## src/rtl/wb_intercon_pkg.sv

```systemverilog
// Shared types and helpers for the Wishbone interconnect.
package wb_intercon_pkg;

  typedef enum logic [1:0] {
    IDLE = 2'd0,
    BUSY = 2'd1,
    RESP = 2'd2
  } state_t;

  // Ceiling log2 for parameter-time width calculations; clog2(1) == 0.
  function automatic int unsigned clog2(input int unsigned value);
    int unsigned x;
    int unsigned r;
    r = 0;
    x = (value == 0) ? 0 : value - 1;
    while (x != 0) begin
      r = r + 1;
      x = x >> 1;
    end
    return r;
  endfunction

endpackage

```

## src/rtl/wb_intercon_if.sv

```systemverilog
// Bundle of master-side and slave-side Wishbone signals around the interconnect.
interface wb_intercon_if #(
  parameter int unsigned NSLAVES = 2,
  parameter int unsigned AW      = 30,
  parameter int unsigned DW      = 32
);
  localparam int unsigned SW = DW / 8;

  logic                  m_cyc_i;
  logic                  m_stb_i;
  logic                  m_we_i;
  logic [SW-1:0]         m_sel_i;
  logic [AW-1:0]         m_adr_i;
  logic [DW-1:0]         m_dat_i;
  logic [DW-1:0]         m_dat_o;
  logic                  m_ack_o;
  logic                  m_err_o;
  logic [NSLAVES-1:0]    s_cyc_o;
  logic [NSLAVES-1:0]    s_stb_o;
  logic                  s_we_o;
  logic [SW-1:0]         s_sel_o;
  logic [AW-1:0]         s_adr_o;
  logic [DW-1:0]         s_dat_o;
  logic [NSLAVES*DW-1:0] s_dat_i;
  logic [NSLAVES-1:0]    s_ack_i;

  // Interconnect view: a slave to the CPU, a master to the peripherals.
  modport slave (
    input  m_cyc_i, m_stb_i, m_we_i, m_sel_i, m_adr_i, m_dat_i, s_dat_i, s_ack_i,
    output m_dat_o, m_ack_o, m_err_o, s_cyc_o, s_stb_o, s_we_o, s_sel_o, s_adr_o, s_dat_o
  );

  // Environment view: the CPU and the peripherals attached around the interconnect.
  modport master (
    output m_cyc_i, m_stb_i, m_we_i, m_sel_i, m_adr_i, m_dat_i, s_dat_i, s_ack_i,
    input  m_dat_o, m_ack_o, m_err_o, s_cyc_o, s_stb_o, s_we_o, s_sel_o, s_adr_o, s_dat_o
  );

endinterface

```

## src/rtl/wb_intercon_match.sv

```systemverilog
// Address window matcher: one-hot hit vector, lowest index wins on overlap.
module wb_intercon_match #(
  parameter int unsigned          NSLAVES = 2,
  parameter int unsigned          AW      = 30,
  parameter logic [NSLAVES*AW-1:0] BASE   = '0,
  parameter logic [NSLAVES*AW-1:0] MASK   = '0
) (
  input  logic [AW-1:0]      adr,
  output logic [NSLAVES-1:0] hit_c,
  output logic               any_hit_c
);

  // Priority scan from slave 0 upward; first matching window claims the access.
  always_comb begin
    logic found;
    found = 1'b0;
    hit_c = '0;
    for (int unsigned i = 0; i < NSLAVES; i++) begin
      if (!found && ((adr & MASK[i*AW +: AW]) == (BASE[i*AW +: AW] & MASK[i*AW +: AW]))) begin
        hit_c[i] = 1'b1;
        found    = 1'b1;
      end
    end
    any_hit_c = found;
  end

endmodule

```

## src/rtl/wb_intercon.sv

```systemverilog
// Single-master, N-slave Wishbone interconnect with decode error and bus timeout.
module wb_intercon
  import wb_intercon_pkg::*;
#(
  parameter int unsigned           NSLAVES = 2,
  parameter int unsigned           AW      = 30,
  parameter int unsigned           DW      = 32,
  // Slave 0 owns the low half, slave 1 the half selected by adr[29].
  parameter logic [NSLAVES*AW-1:0] BASE    = {30'h20000000, 30'h00000000},
  parameter logic [NSLAVES*AW-1:0] MASK    = {30'h20000000, 30'h20000000},
  parameter int unsigned           TIMEOUT = 255
) (
  input  logic         clk,
  input  logic         reset,
  wb_intercon_if.slave bus
);

  localparam int unsigned   SW       = DW / 8;
  localparam int unsigned   CW       = (TIMEOUT == 0) ? 1 : clog2(TIMEOUT + 1);
  localparam logic [CW-1:0] CNT_LAST = (TIMEOUT == 0) ? '0 : CW'(TIMEOUT - 1);

  state_t             state_q, state_d;
  logic [NSLAVES-1:0] sel_q, sel_d;
  logic [NSLAVES-1:0] strobe_q, strobe_d;
  logic               we_q, we_d;
  logic [SW-1:0]      bsel_q, bsel_d;
  logic [AW-1:0]      adr_q, adr_d;
  logic [DW-1:0]      wdat_q, wdat_d;
  logic [DW-1:0]      rdat_q, rdat_d;
  logic               ack_q, ack_d;
  logic               err_q, err_d;
  logic               err_pend_q, err_pend_d;
  logic [CW-1:0]      cnt_q, cnt_d;

  logic [NSLAVES-1:0] hit_c;
  logic               any_hit_c;
  logic               slave_ack_c;
  logic [DW-1:0]      rdata_c;

  wb_intercon_match #(
    .NSLAVES (NSLAVES),
    .AW      (AW),
    .BASE    (BASE),
    .MASK    (MASK)
  ) u_match (
    .adr       (bus.m_adr_i),
    .hit_c     (hit_c),
    .any_hit_c (any_hit_c)
  );

  // Ack from the latched slave only; strays from other ports are dropped here.
  assign slave_ack_c = |(bus.s_ack_i & sel_q);

  // One-hot read-data select for the latched slave.
  always_comb begin
    rdata_c = '0;
    for (int unsigned i = 0; i < NSLAVES; i++) begin
      if (sel_q[i]) begin
        rdata_c = rdata_c | bus.s_dat_i[i*DW +: DW];
      end
    end
  end

  // State and datapath registers.
  always_ff @(posedge clk) begin
    if (reset) begin
      state_q    <= IDLE;
      sel_q      <= '0;
      strobe_q   <= '0;
      we_q       <= 1'b0;
      bsel_q     <= '0;
      adr_q      <= '0;
      wdat_q     <= '0;
      rdat_q     <= '0;
      ack_q      <= 1'b0;
      err_q      <= 1'b0;
      err_pend_q <= 1'b0;
      cnt_q      <= '0;
    end else begin
      state_q    <= state_d;
      sel_q      <= sel_d;
      strobe_q   <= strobe_d;
      we_q       <= we_d;
      bsel_q     <= bsel_d;
      adr_q      <= adr_d;
      wdat_q     <= wdat_d;
      rdat_q     <= rdat_d;
      ack_q      <= ack_d;
      err_q      <= err_d;
      err_pend_q <= err_pend_d;
      cnt_q      <= cnt_d;
    end
  end

  // Next-state and registered-output logic.
  always_comb begin
    state_d    = state_q;
    sel_d      = sel_q;
    strobe_d   = strobe_q;
    we_d       = we_q;
    bsel_d     = bsel_q;
    adr_d      = adr_q;
    wdat_d     = wdat_q;
    rdat_d     = rdat_q;
    ack_d      = 1'b0;
    err_d      = 1'b0;
    err_pend_d = err_pend_q;
    cnt_d      = cnt_q;

    case (state_q)
      IDLE: begin
        if (bus.m_cyc_i && bus.m_stb_i) begin
          sel_d  = hit_c;
          we_d   = bus.m_we_i;
          bsel_d = bus.m_sel_i;
          adr_d  = bus.m_adr_i;
          wdat_d = bus.m_dat_i;
          cnt_d  = '0;
          if (any_hit_c) begin
            state_d  = BUSY;
            strobe_d = hit_c;
          end else begin
            state_d    = RESP;
            err_pend_d = 1'b1;
          end
        end
      end

      BUSY: begin
        if (cnt_q != '1) begin
          cnt_d = cnt_q + CW'(1);
        end
        if (!bus.m_cyc_i) begin
          state_d  = IDLE;
          strobe_d = '0;
        end else if (slave_ack_c) begin
          state_d  = RESP;
          strobe_d = '0;
          ack_d    = 1'b1;
          if (!we_q) begin
            rdat_d = rdata_c;
          end
        end else if ((TIMEOUT != 0) && (cnt_q == CNT_LAST)) begin
          state_d  = RESP;
          strobe_d = '0;
          err_d    = 1'b1;
        end
      end

      RESP: begin
        // A decode miss spends one extra RESP cycle so its error arrives with
        // the same latency as a zero-wait slave ack.
        if (err_pend_q) begin
          err_pend_d = 1'b0;
          err_d      = 1'b1;
        end else begin
          state_d = IDLE;
        end
      end

      default: begin
        state_d  = IDLE;
        strobe_d = '0;
      end
    endcase
  end

  assign bus.m_dat_o = rdat_q;
  assign bus.m_ack_o = ack_q;
  assign bus.m_err_o = err_q;
  assign bus.s_cyc_o = strobe_q;
  assign bus.s_stb_o = strobe_q;
  assign bus.s_we_o  = we_q;
  assign bus.s_sel_o = bsel_q;
  assign bus.s_adr_o = adr_q;
  assign bus.s_dat_o = wdat_q;

endmodule

```

## src/flat_wrapper.sv

```systemverilog
// flat-port wrapper written by rule: the top's interface ports become plain ports
module wb_intercon_flat import wb_intercon_pkg::*;
#(
  parameter int unsigned           NSLAVES = 2,
  parameter int unsigned           AW      = 30,
  parameter int unsigned           DW      = 32,
                                                                     
  parameter logic [NSLAVES*AW-1:0] BASE    = {30'h20000000, 30'h00000000},
  parameter logic [NSLAVES*AW-1:0] MASK    = {30'h20000000, 30'h20000000},
  parameter int unsigned           TIMEOUT = 255
)
  (clk, reset, bus_m_cyc_i, bus_m_stb_i, bus_m_we_i, bus_m_sel_i, bus_m_adr_i, bus_m_dat_i, bus_s_dat_i, bus_s_ack_i, bus_m_dat_o, bus_m_ack_o, bus_m_err_o, bus_s_cyc_o, bus_s_stb_o, bus_s_we_o, bus_s_sel_o, bus_s_adr_o, bus_s_dat_o);
  wb_intercon_if #(.NSLAVES(NSLAVES), .AW(AW), .DW(DW)) bus_i ();
  input  logic clk;
  input  logic reset;
  input wire logic [$bits(bus_i.m_cyc_i)-1:0] bus_m_cyc_i;
  input wire logic [$bits(bus_i.m_stb_i)-1:0] bus_m_stb_i;
  input wire logic [$bits(bus_i.m_we_i)-1:0] bus_m_we_i;
  input wire logic [$bits(bus_i.m_sel_i)-1:0] bus_m_sel_i;
  input wire logic [$bits(bus_i.m_adr_i)-1:0] bus_m_adr_i;
  input wire logic [$bits(bus_i.m_dat_i)-1:0] bus_m_dat_i;
  input wire logic [$bits(bus_i.s_dat_i)-1:0] bus_s_dat_i;
  input wire logic [$bits(bus_i.s_ack_i)-1:0] bus_s_ack_i;
  output wire logic [$bits(bus_i.m_dat_o)-1:0] bus_m_dat_o;
  output wire logic [$bits(bus_i.m_ack_o)-1:0] bus_m_ack_o;
  output wire logic [$bits(bus_i.m_err_o)-1:0] bus_m_err_o;
  output wire logic [$bits(bus_i.s_cyc_o)-1:0] bus_s_cyc_o;
  output wire logic [$bits(bus_i.s_stb_o)-1:0] bus_s_stb_o;
  output wire logic [$bits(bus_i.s_we_o)-1:0] bus_s_we_o;
  output wire logic [$bits(bus_i.s_sel_o)-1:0] bus_s_sel_o;
  output wire logic [$bits(bus_i.s_adr_o)-1:0] bus_s_adr_o;
  output wire logic [$bits(bus_i.s_dat_o)-1:0] bus_s_dat_o;
  assign bus_i.m_cyc_i = bus_m_cyc_i;
  assign bus_i.m_stb_i = bus_m_stb_i;
  assign bus_i.m_we_i = bus_m_we_i;
  assign bus_i.m_sel_i = bus_m_sel_i;
  assign bus_i.m_adr_i = bus_m_adr_i;
  assign bus_i.m_dat_i = bus_m_dat_i;
  assign bus_i.s_dat_i = bus_s_dat_i;
  assign bus_i.s_ack_i = bus_s_ack_i;
  assign bus_m_dat_o = bus_i.m_dat_o;
  assign bus_m_ack_o = bus_i.m_ack_o;
  assign bus_m_err_o = bus_i.m_err_o;
  assign bus_s_cyc_o = bus_i.s_cyc_o;
  assign bus_s_stb_o = bus_i.s_stb_o;
  assign bus_s_we_o = bus_i.s_we_o;
  assign bus_s_sel_o = bus_i.s_sel_o;
  assign bus_s_adr_o = bus_i.s_adr_o;
  assign bus_s_dat_o = bus_i.s_dat_o;
  wb_intercon #(.NSLAVES(NSLAVES), .AW(AW), .DW(DW), .BASE(BASE), .MASK(MASK), .TIMEOUT(TIMEOUT)) u_core (.clk(clk), .reset(reset), .bus(bus_i));
endmodule
```

## config.mk

```make
export PLATFORM = sky130hd
export DESIGN_NAME = wb_intercon_flat
export DESIGN_NICKNAME = d
export VERILOG_FILES = /design/src/rtl/wb_intercon_pkg.sv /design/src/rtl/wb_intercon_if.sv /design/src/rtl/wb_intercon_match.sv /design/src/rtl/wb_intercon.sv /design/src/flat_wrapper.sv
export SDC_FILE = /design/constraint.sdc
export NUM_CORES = 1
export LEC_CHECK = 0
export CAP_MARGIN = 20
export CELL_PAD_IN_SITES_DETAIL_PLACEMENT = 0
export CELL_PAD_IN_SITES_GLOBAL_PLACEMENT = 2
export CORE_UTILIZATION = 23
export CTS_BUF_LIST = sky130_fd_sc_hd__clkbuf_8
export CTS_CLUSTER_SIZE = 8
export DETAILED_ROUTE_END_ITERATION = 7
export PLACE_DENSITY_LB_ADDON = 0.3
export SYNTH_ARGS = -nofsm -noshare
export SYNTH_HDL_FRONTEND = slang
export SYNTH_SLANG_ARGS = --single-unit
```

## constraint.sdc

```tcl
create_clock -name clk -period 4.7 [get_ports clk]
set_input_delay 0.94 -clock clk [delete_from_list [all_inputs] [get_ports clk]]
set_output_delay 0.94 -clock clk [all_outputs]
set_load 0.02 [all_outputs]
```

==> run_results.csv <==
group,metric,value,unit
synth,mappedNetlistArea,4480,um2
cts,clk_latency,0.43,ns
detailed_routing,dr_total_vias,4524,
synth,postSynthAreaPerCell,8.26,um2
placed_design,gp_congestion,0.767,
synth,synth_nets,685,
global_routing,grt-ovfl-total,0,
global_routing,antenna_found_initial,0,
synth,ys_ff_latch,115,
detailed_routing,drtIter0Drc,167,
sta,slew_headroom,57.3,%
worst_setup_path,crit_path_cell_trace,"clkdlybuf4s50_1, and3_2, o32ai_2, or4_1, a21oi_1",
run,maxCapViolations,0,
detailed_routing,routedWlPerCell,14.2,um
placed_design,portBuffers,241,
sta,holdWs,0.453,ns
worst_hold_path,hold_path_depth,2,
worst_setup_path,crit_fanout,24,
cells_and_area,syn2layout_area_growth,67.9,%
floorplanning,die_x,142,um
worst_setup_path,rrSetupSlack,2.40,ns
worst_setup_path,end_kind,"flip-flop",
cells_and_area,seqCellArea,2300,um2
global_routing,grt_pass1_vias,4456,
worst_setup_path,rr_endpoint,"u_core.cnt_q[6]$_SDFFE_PP0P_",
floorplanning,die_area,20000,um2
worst_hold_path,min-delay-start,"u_core.bus.s_dat_o[23]$_SDFFE_PP0P_",
cts,cts_buffer_depth,2,
sta,hold_viol_final,0,
floorplanning,num_rows,50,
sta,period_needed,2.65,ns
cells_and_area,multi_input_area,1960,um2
cells_and_area,drive_gt1_share,5.81,%
worst_setup_path,reg2reg_from,"u_core.state_q[0]$_SDFFE_PP0P_",
cells_and_area,nets,905,
worst_setup_path,worstSetupPathType,"primary input to flip-flop",
placed_design,post-dp-hpwl,10300,um
cts,numCtsBuffers,17,
sta,fmax,0.377,GHz
worst_hold_path,min_path_type,"flip-flop to flip-flop",
detailed_routing,drcViolationCount,0,
sta,skew,0.0123,ns
cells_and_area,n_antenna_cell,0,
floorplanning,initial_core_util,23.7,%
global_routing,grt_start_max_net_pins,108,
cts,cts_resized,0,
sta,finalSetupViolCount,0,
power_and_ir_drop,leakage,0.00252,uW
worst_setup_path,cp.required,5.06,ns
cts,path_clk_slew,0.07,ns
cts,htreeDepth,4,
worst_setup_path,start_kind,"primary input",
worst_setup_path,reg2reg_depth,6,
cts,clkSinkCount,115,
synth,ys_seq_area_share,51.4,%
detailed_routing,wl,14700,um
power_and_ir_drop,ir_drop,0.219,mV
global_routing,grtUsageTotal,14.6,%
synth,yosys_warnings,0,
sta,slew_viol_final,0,
worst_hold_path,hold_end,"u_core.bus.s_dat_o[23]$_SDFFE_PP0P_",
power_and_ir_drop,power.density,380,nW/um2
sta,fin_setup_tns,0,ns
worst_setup_path,arrival,3.02,ns
cts,post_cts_buffers,0,
run_status,outcome,"completed",
sta,rsz0062_at_grt,"false",
synth,synth_cells,542,
global_routing,grt_pass1_wl,22600,um
detailed_routing,ant_nets,0,
sta,tightest_slew,0.639,ns
cells_and_area,fill_cells,1923,
synth,ys_types,36,
worst_setup_path,path_buf_inv,1,
sta,post-route-period-util,56.5,%
floorplanning,fp.coreArea,18900,um2
sta,postLayoutSetupSlackWorst,2.05,ns
worst_setup_path,path_delay_family,"simple AND/OR/NAND/NOR gates",
floorplanning,die_h,142,um
cts,cts_root_buffer,"clkbuf_8",
cts,cts_tree,"done",
detailed_routing,viasPerCell,4.37,
cts,cts_hold_buf,0,
worst_setup_path,critPathMaxStageDelay,0.60,ns
worst_setup_path,crit_slowest_cell,"clkdlybuf4s50_1",
placed_design,pre_cts_ws,1.57,ns
floorplanning,io-pin-count,242,
detailed_routing,drt_pass1_iterations,4,
cells in the mapped netlist:
library cell / count / area (um2)
nand2_1: 148 / 556
dfxtp_1: 115 / 2300
a21oi_1: 75 / 375
nor2_1: 36 / 135
a211oi_1: 33 / 248
a22oi_1: 33 / 248
clkbuf_1: 30 / 113
buf_2: 11 / 55.1
inv_1: 7 / 26.3
nand3_1: 7 / 35.0
ha_1: 6 / 75.1
and3_1: 3 / 18.8
buf_4: 3 / 22.5
o21ai_0: 3 / 15.0
o31ai_1: 3 / 22.5
or3_1: 3 / 18.8
and2_1: 2 / 12.5
buf_1: 2 / 7.51
mux2i_1: 2 / 20.0
o311ai_0: 2 / 17.5
o32ai_1: 2 / 17.5
or2_2: 2 / 12.5
a21boi_1: 1 / 7.51
a311o_1: 1 / 10.0
nand2b_1: 1 / 6.26
nand4_1: 1 / 6.26
nor2b_1: 1 / 6.26
nor3_4: 1 / 16.3
nor3b_1: 1 / 7.51
o2111a_1: 1 / 11.3
o211ai_1: 1 / 7.51
o22ai_1: 1 / 6.26
o31a_1: 1 / 8.76
o32ai_2: 1 / 16.3
o41ai_1: 1 / 8.76
or4_1: 1 / 7.51
stage by stage:
| stage | utilization [%] | instances | cell area [um2] | power, uW |
|---|---|---|---|---|
| final | 39.8 | 1035 | 7520 | 2860 |
| after global placement | 37.4 | 1002 | 7060 | 1860 |
| after floorplan | - | 542 | 4480 | 1520 |
| after global routing | 39.8 | 1035 | 7520 | 3030 |
| after detailed placement | 37.4 | 1002 | 7060 | 1870 |
| after CTS | 39.7 | 1034 | 7490 | 2910 |
registers in the layout, indices dropped and copies added (netlist names):
| register | count |
|---|---|
| u_core.sel_q | 1 |
| u_core.cnt_q | 8 |
| u_core.bus.s_cyc_o | 2 |
| u_core.err_pend_q | 1 |
| u_core.bus.s_we_o | 1 |
| u_core.bus.s_sel_o | 4 |
| u_core.bus.s_adr_o | 30 |
| u_core.bus.m_ack_o | 1 |
| u_core.bus.s_dat_o | 32 |
| u_core.bus.m_err_o | 1 |
| u_core.state_q | 2 |
| u_core.bus.m_dat_o | 32 |
logic make-up after synthesis:
family	count (synthesis)	synth area share, %
mux	2	0.447
fa+ha+maj	6	1.68
buf+inv	53	5.00
simple gates	207	18.7
compound gates	159	22.8
flops	115	51.4
worst register-to-register path, cell delays in order (launching register included):
cell     delay (ns)
dfxtp_1        0.33
inv_1          0.10
ha_1           0.32
and3_2         0.56
o32ai_2        0.28
or4_1          0.52
a21oi_1        0.12
final cells by class:
class                      count  area share (%)
clock buffer                  18            3.29
tap                          260            4.33
timing repair buffer         247            32.9
clock inverter                14            2.46
multi-input combinational    374            26.1
inverter                       7           0.349
sequential                   115            30.6
layer usage:
metal  track usage [%]  share of wire (%)  wire length (um)  up-vias
met5                 0                  0                 0        -
met4              5.32                1.6               234        0
met3              6.38                9.1              1330       13
met2              24.3                 47              6940      159
met1              16.5                 42              6160     2048
li1                  -                  -                 -     2304
power by group:
part           switching [uW]  internal (uW)
registers                48.7           1060
logic                     399            341
clock network             424            589
total                     872           1990
worst max path at each step:
| stage | to | startpoint | cells after the start | slack, ns |
|---|---|---|---|---|
| floorplan | u_core.cnt_q[7]$_SDFFE_PP0P_ | reset | 5 | 2.61 |
| global placement | u_core.cnt_q[6]$_SDFFE_PP0P_ | bus_m_cyc_i | 5 | 1.54 |
| detailed placement | u_core.cnt_q[6]$_SDFFE_PP0P_ | bus_m_cyc_i | 5 | 1.57 |
| CTS | u_core.cnt_q[6]$_SDFFE_PP0P_ | bus_m_cyc_i | 5 | 2.05 |
| global route | u_core.cnt_q[6]$_SDFFE_PP0P_ | bus_m_cyc_i | 5 | 1.95 |
| finish | u_core.cnt_q[6]$_SDFFE_PP0P_ | bus_m_cyc_i | 5 | 2.05 |
cell usage in the layout (no fill, tap or decap), types with 2 or more instances in the layout:
| cell type | instances |
|---|---|
| clkdlybuf4s50_1 | 240 |
| o21ai_0 | 3 |
| clkbuf_8 | 18 |
| a211oi_1 | 33 |
| inv_1 | 7 |
| a21oi_1 | 75 |
| o311ai_0 | 2 |
| or3_1 | 3 |
| nor2_1 | 36 |
| o32ai_1 | 2 |
| mux2i_1 | 2 |
| buf_4 | 6 |
| nand3_1 | 6 |
| and2_1 | 2 |
| or2_2 | 2 |
| dfxtp_1 | 115 |
| o31ai_1 | 3 |
| bufinv_16 | 4 |
| clkinvlp_4 | 3 |
| clkinv_2 | 5 |
| nand2_1 | 148 |
| and3_1 | 2 |
| a22oi_1 | 33 |
| ha_1 | 6 |
Power figures use the tool's default switching activity.
